<file path="src/rtl/riscv_pkg.sv">
// riscv_pkg: shared fetch-path constants and the packed fetch entry type.
package riscv_pkg;
   localparam int INSTR_W = 32;
   localparam int PC_W = 32;
   localparam logic [31:0] NOP_INSTR = 32'h0000_0013;
   typedef struct packed {
      logic [INSTR_W-1:0] instr;
      logic [PC_W-1:0] pc;
   } fetch_entry_t;
endpackage

</file>
<file path="src/rtl/ifq_storage.sv">
// ifq_storage: DEPTH-entry fetch entry register array, one write port and one
// asynchronous read port; contents are deliberately not reset.
module ifq_storage
   import riscv_pkg::*;
#(
   parameter int DEPTH = 4,
   parameter int W = $bits(fetch_entry_t),
   parameter int AW = $clog2(DEPTH)
) (
   input  logic          clk,
   input  logic          we,
   input  logic [AW-1:0] waddr,
   input  logic [W-1:0]  wdata,
   input  logic [AW-1:0] raddr,
   output logic [W-1:0]  rdata
);
   logic [W-1:0] mem [DEPTH];
   always_ff @(posedge clk)
      if (we) mem[waddr] <= wdata;
   assign rdata = mem[raddr];
endmodule

</file>
<file path="src/rtl/instr_fetch_queue.sv">
// instr_fetch_queue: prefetch FIFO between fetch and decode with redirect flush.
// Define IFQ_BYPASS_EN for a zero-latency pass-through when the queue is empty.
module instr_fetch_queue
   import riscv_pkg::*;
#(
   parameter int INSTR_WIDTH = INSTR_W,
   parameter int N = PC_W,
   parameter int DEPTH = 4
) (
   input  logic                     clk,
   input  logic                     n_reset,
   input  logic                     enq_valid,
   input  logic [INSTR_WIDTH-1:0]   enq_instr,
   input  logic [N-1:0]             enq_pc,
   output logic                     enq_ready,
   output logic                     deq_valid,
   output logic [INSTR_WIDTH-1:0]   deq_instr,
   output logic [N-1:0]             deq_pc,
   input  logic                     deq_ready,
   input  logic                     flush,
   output logic [$clog2(DEPTH):0]   count
);
   localparam int AW = $clog2(DEPTH);
   localparam int W = INSTR_WIDTH + N;
   logic [AW:0] wr_ptr, rd_ptr;
   logic [W-1:0] head;
   logic empty, full, byp, enq_fire, deq_fire;
   assign empty = wr_ptr == rd_ptr;
   assign full = (wr_ptr[AW-1:0] == rd_ptr[AW-1:0]) && (wr_ptr[AW] != rd_ptr[AW]);
   assign enq_ready = !full;
`ifdef IFQ_BYPASS_EN
   assign byp = empty && !flush && enq_valid;
`else
   assign byp = 1'b0;
`endif
   assign deq_valid = !empty || byp;
   assign deq_instr = !empty ? head[W-1:N] : byp ? enq_instr : INSTR_WIDTH'(NOP_INSTR);
   assign deq_pc = !empty ? head[N-1:0] : byp ? enq_pc : '0;
   // a bypassed entry consumed in the same cycle never touches storage
   assign enq_fire = enq_valid && !full && !(byp && deq_ready) && !flush;
   assign deq_fire = !empty && deq_ready && !flush;
   assign count = wr_ptr - rd_ptr;
   always_ff @(posedge clk or negedge n_reset)
      if (!n_reset) begin
         wr_ptr <= '0;
         rd_ptr <= '0;
      end else if (flush) begin
         wr_ptr <= '0;
         rd_ptr <= '0;
      end else begin
         if (enq_fire) wr_ptr <= wr_ptr + (AW+1)'(1);
         if (deq_fire) rd_ptr <= rd_ptr + (AW+1)'(1);
      end
   ifq_storage #(.DEPTH(DEPTH), .W(W), .AW(AW)) u_storage (
      .clk   (clk),
      .we    (enq_fire),
      .waddr (wr_ptr[AW-1:0]),
      .wdata ({enq_instr, enq_pc}),
      .raddr (rd_ptr[AW-1:0]),
      .rdata (head)
   );
endmodule

</file>
<file path="config.mk">
export PLATFORM = sky130hd
export DESIGN_NAME = instr_fetch_queue
export DESIGN_NICKNAME = d
export VERILOG_FILES = /design/src/rtl/riscv_pkg.sv /design/src/rtl/ifq_storage.sv /design/src/rtl/instr_fetch_queue.sv
export SDC_FILE = /design/constraint.sdc
export NUM_CORES = 1
export LEC_CHECK = 0
export ABC_AREA = 1
export CORE_MARGIN = 4
export CORE_UTILIZATION = 45
export CTS_BUF_LIST = sky130_fd_sc_hd__clkbuf_16
export DETAILED_ROUTE_END_ITERATION = 16
export PLACE_DENSITY_LB_ADDON = 0.12
export RECOVER_POWER = 100
export SLEW_MARGIN = 30
export SYNTH_ARGS = -nofsm -noshare
export SYNTH_HDL_FRONTEND = slang
export SYNTH_SLANG_ARGS = --single-unit
export TNS_END_PERCENT = 30
</file>
<file path="constraint.sdc">
create_clock -name clk -period 5.09 [get_ports clk]
set_input_delay 1.018 -clock clk [delete_from_list [all_inputs] [get_ports clk]]
set_output_delay 1.018 -clock clk [all_outputs]
set_load 0.005 [all_outputs]
</file>
# == Word level (Yosys, flattened, before mapping) ==
# Memories as Yosys holds them, arrays and structs flattened.
# Cells that the tools add are included.
# W data, S select, Z words.
# word_totals
n_memories,1
ramBits,256
regBits,6
inputBits,69
word_cells,27
out_inout_bits,69
# memory_table
memory,depth,word_bits,rd,rd_ports_with_merged_regs,wr,line,source
u_storage.mem,4,64,1,0,1,ifq_storage.sv:17,logic [W-1:0] mem [DEPTH];
# op_classes
n_reduce_logical,10
n_eq_ne,3
mux,8
add_sub_neg,3
# ops
cell,count
$mux W32,2
$mux W3,4
$add A3 B1 Y3 const B,2
$logic_and A1 B1 Y1,5
$reduce_bool A2 Y1,2
$eq A3 B3 Y1,1
$logic_not A1 Y1,3
$sub A3 B3 Y3,1
$eq A2 B2 Y1,1
$mux W1,2
$ne A1 B1 Y1,1

# == Longest topological paths before layout ==
# logic_depth
word_depth,7
ltp_mapped,9
mapped_depth_nobuf,8

# == Modules after synthesis ==
# Synthesis repeated with hierarchy kept, for this count alone.
# hier_totals
hier_cells,1202
hier_area_um2,11797.6
# by_module_without_submodules
module,cells_per_inst,instances,seq_area_each_um2,area_per_inst_um2
ifq_storage,1010,1,7687.4,10761.6
instr_fetch_queue,192,1,150.1,1036.0

# == Worst setup path after synthesis ==
# Ideal clock, no wire load.
# synth_path
kind,register to register
from,register rd_ptr[1]
to,memory u_storage.mem[0][0] (netlist name) (enable)
setup_time_ns,0.487
synth_period_minus_slack_ns,4.626
path_slack_ns,0.464
n_path_buf,1
t_required_ns,4.603
arrival_ns,4.140
path_stages_with_launch,9
cell_sequence,dfrtp_1 -> inv_1 -> clkbuf_1 -> ha_1 -> nand2_1 -> inv_1 -> nand3_1 -> nand3_1 -> nor2_1
# synth_via
elab_chain_len,7
# synth_lines
element,line,source
from (decl),instr_fetch_queue.sv:25,"logic [AW:0] wr_ptr, rd_ptr;"
from (signal assigned),instr_fetch_queue.sv:52,if (deq_fire) rd_ptr <= rd_ptr + (AW+1)'(1);
$eq A2 B2 Y1,instr_fetch_queue.sv:29,assign full = (wr_ptr[AW-1:0] == rd_ptr[AW-1:0]) && (wr_ptr[AW] != rd_ptr[AW]);
$logic_and A1 B1 Y1,instr_fetch_queue.sv:29,
$logic_not A1 Y1,--,
named net enq_ready,instr_fetch_queue.sv:15,"output logic enq_ready,"
$logic_and A1 B1 Y1 (2 in series),instr_fetch_queue.sv:40,assign enq_fire = enq_valid && !full && !(byp && deq_ready) && !flush;
$mux W1,ifq_storage.sv:19,if (we) mem[waddr] <= wdata;
$mux W1 (implied by the code),ifq_storage.sv:19,
to (decl),ifq_storage.sv:17,
# The timed path passes the listed nets, and every way through them passes these cells.

# == Worst setup path in the final report ==
# layout_path
from,input port flush
to,memory u_storage.mem[1][29] (netlist name) (enable)
# layout_via
elab_chain_len,4
# layout_lines
element,line,source
from (decl),instr_fetch_queue.sv:20,"input logic flush,"
$logic_not A1 Y1,instr_fetch_queue.sv:40,
$logic_and A1 B1 Y1,instr_fetch_queue.sv:40,
$mux W1,ifq_storage.sv:19,
$mux W1 (implied by the code),ifq_storage.sv:19,
# Every way passes these cells.

==> flow_summary.json <==
{
  "status": "finished, violations left",
  "violations": "max-capacitance violations, max-slew violations",
  "period_needed_ns": 4.33,
  "wl_met3_um": 1250,
  "path_class": "in -> reg",
  "cts_buffers": 28,
  "first_global_vias": 6424,
  "clock-root-buffer": "clkbuf_16",
  "clock-skew-final_ns": 0.00893,
  "netlist_instances": 823,
  "seq_area_um2": 7840,
  "setup_viol": 0,
  "fp.coreArea_um2": 22700,
  "tns_ns": 0,
  "cts_tree": "built",
  "synth_area_leaders": "edfxtp_1 74%, nor2_1 9.0%, o21ai_0 5.8%",
  "antenna_cells": 0,
  "ys_seq_area_frac": 0.753,
  "worst_pin_slew_ns": 2.18,
  "maxCapViolCount": 4,
  "yosys.cell_types.count": 21,
  "layout.nets": 1032,
  "hold_depth": 2,
  "r2r_end": "u_storage.mem[1][29]",
  "ir_drop_v": 0.000277,
  "fin_crit_sh": 0.851,
  "rr_startpoint": "wr_ptr[0]",
  "syn2layout_area_growth_pct": 24.5,
  "fp.dieW_um": 160,
  "cts_hold_buf": 0,
  "post-cts-setup-buffer-count": 0,
  "wirelength_um": 22800,
  "routed.top_layer": "met5",
  "drt_iter0_drc": 480,
  "power_density_nw_per_um2": 425,
  "yosysTopAreaCellShare": 0.738,
  "leakage_uw": 0.00461,
  "path_cells": "dlygate4sd3_1, inv_1, nand3_1, nor2_1, clkbuf_1",
  "path_buf_inv": 3,
  "ys_seq_elements": 262,
  "start_util": 0.458,
  "cpPeakStageDelay_ns": 1.70,
  "grt_max_degree": 75,
  "drc_errors": 0,
  "hold_path_end": "wr_ptr[0]",
  "drive_above_1_share": 0.0614,
  "startpoint": "flush",
  "hold_start": "wr_ptr[0]",
  "num_rows": 55,
  "placedCellCount": 1210,
  "clock.fmax_mhz": 231,
  "globalRouteTotalUtil": 0.172,
  "fin_util": 0.571,
  "antenna_found_initial": 1,
  "finalNonFillerCells": 1262,
  "numPortBuffers": 137,
  "grt_pass1_wl_um": 35400,
  "path_max_fanout": 21,
  "m1WireLength_um": 10100,
  "synth_warnings": 0,
  "die_area_um2": 25600,
  "wl_per_cell_um": 18.0,
  "h-tree-depth": 1,
  "ioPinCount": 138,
  "clk_pin_slew_ns": 0.06,
  "min_path_type": "reg -> reg",
  "avgSynthCellArea_um2": 12.7,
  "gr-total-overflow": 0,
  "worstSkewPairLatency_ns": 0.52,
  "netlist_area_um2": 10400,
  "die_h_um": 160,
  "post-dp-hpwl_um": 12100,
  "hold_viol": 0,
  "multi_input_area_um2": 2230,
  "crit_family": "simple AND/OR/NAND/NOR gates",
  "cp.required_ns": 5.24,
  "wl_met2_um": 11000,
  "fillers": 1851,
  "drt.antenna.violating_nets": 0,
  "worst-r2r-cell-count": 8,
  "viasPerCell": 5.24,
  "end_kind": "register",
  "synth_top_area_cell": "edfxtp_1",
  "ctsLongestPathBuffers": 3,
  "regToRegSetupSlack_ns": 1.04,
  "rsz0062_at_grt": "no",
  "gp_congestion": 0.753,
  "slew_viol_final": 217,
  "vias": 6613,
  "syn-num-nets": 900,
  "crit_arrival_ns": 4.48,
  "cp_slowest_cell": "nor2_1",
  "drt-pass1-iter-count": 4,
  "crit_path_start_kind": "input port",
  "cts-resized-gates": 0,
  "slew_headroom": -0.456,
  "cts.sinks": 262
}
## cell usage in the layout, fill, tap and decap left out, types with 9 or more instances in the layout
cell type | netlist | final
buf_4 | 10 | 9
a21oi_1 | 67 | 67
nand2_1 | 30 | 30
clkbuf_16 | 0 | 29
inv_1 | 14 | 17
dlygate4sd3_1 | 0 | 132
nor2_1 | 250 | 247
o21ai_0 | 121 | 121
nand3_1 | 8 | 9
edfxtp_1 | 256 | 256
## worst max-delay path by stage
stage                           end  slack, ns  depth (start not counted)
2_1_floorplan   u_storage.mem[0][0]       0.46                          8
3_3_place_gp   u_storage.mem[1][62]       1.49                          5
3_5_place_dp          deq_instr[31]       1.50                          6
4_1_cts               deq_instr[24]       0.94                          6
5_1_grt        u_storage.mem[1][55]       0.39                          5
6_report       u_storage.mem[1][29]       0.76                          5
## flip-flops by register name, summed over array words and instances (netlist names)
name / flops
u_storage.mem: 256
rd_ptr: 3
wr_ptr: 3
## metrics by stage
stage	power, uW	setup WS (ns)	area [um2]	hold WS (ns)
2_1_floorplan	2990	0.464	10400	0.525
3_3_place_gp	3480	1.49	12000	0.554
3_5_place_dp	3490	1.50	12000	0.554
4_1_cts	5660	0.939	13000	0.570
5_1_grt	5760	0.392	13000	0.592
6_report	5510	0.759	13000	0.573
## layer usage
metal	track usage	vias to the layer above
li1	-	3178
met1	0.233	3223
met2	0.292	177
met3	0.0312	33
met4	0.0403	2
met5	0	-
## tightest hold or removal path, stage by stage, from the launching register on
cell and delay [ns]:
dfrtp_1 0.39, nand3_1 0.09, nand2_1 0.06
## cell families after synthesis
| kind of cell | after synthesis | share of synthesized area |
|---|---|---|
| AO/OA/AOI/OAI | 192 | 0.0923 |
| XOR/XNOR | 1 | 0.000841 |
| adder cells (fa/ha/maj) | 8 | 0.0103 |
| buffers and inverters | 65 | 0.0344 |
| flip-flops | 262 | 0.753 |
| AND/OR/NAND/NOR | 295 | 0.109 |
## cell type report
| type | instances | area share |
|---|---|---|
| flip-flops and latches | 262 | 0.605 |
| well taps | 285 | 0.0275 |
| clock inverters | 23 | 0.0216 |
| repair buffers | 151 | 0.113 |
| multi-input cells | 496 | 0.172 |
| inverters | 16 | 0.00492 |
| clock buffers | 29 | 0.0560 |
## report_power, final
| part | total, uW | switching [uW] | internal (uW) |
|---|---|---|---|
| registers | 2450 | 13.3 | 2430 |
| clock network | 2160 | 786 | 1380 |
| logic | 904 | 530 | 374 |
## Yosys cell counts, drive strengths merged
cell type / number
a21oi: 67
o21ai: 125
nor2: 250
fa: 1
nand4: 6
xor2: 1
nand2: 30
ha: 7
clkbuf: 12
buf: 37
dfrtp: 6
edfxtp: 256
nand3: 9
inv: 16
Power figures use the tool's default switching activity.
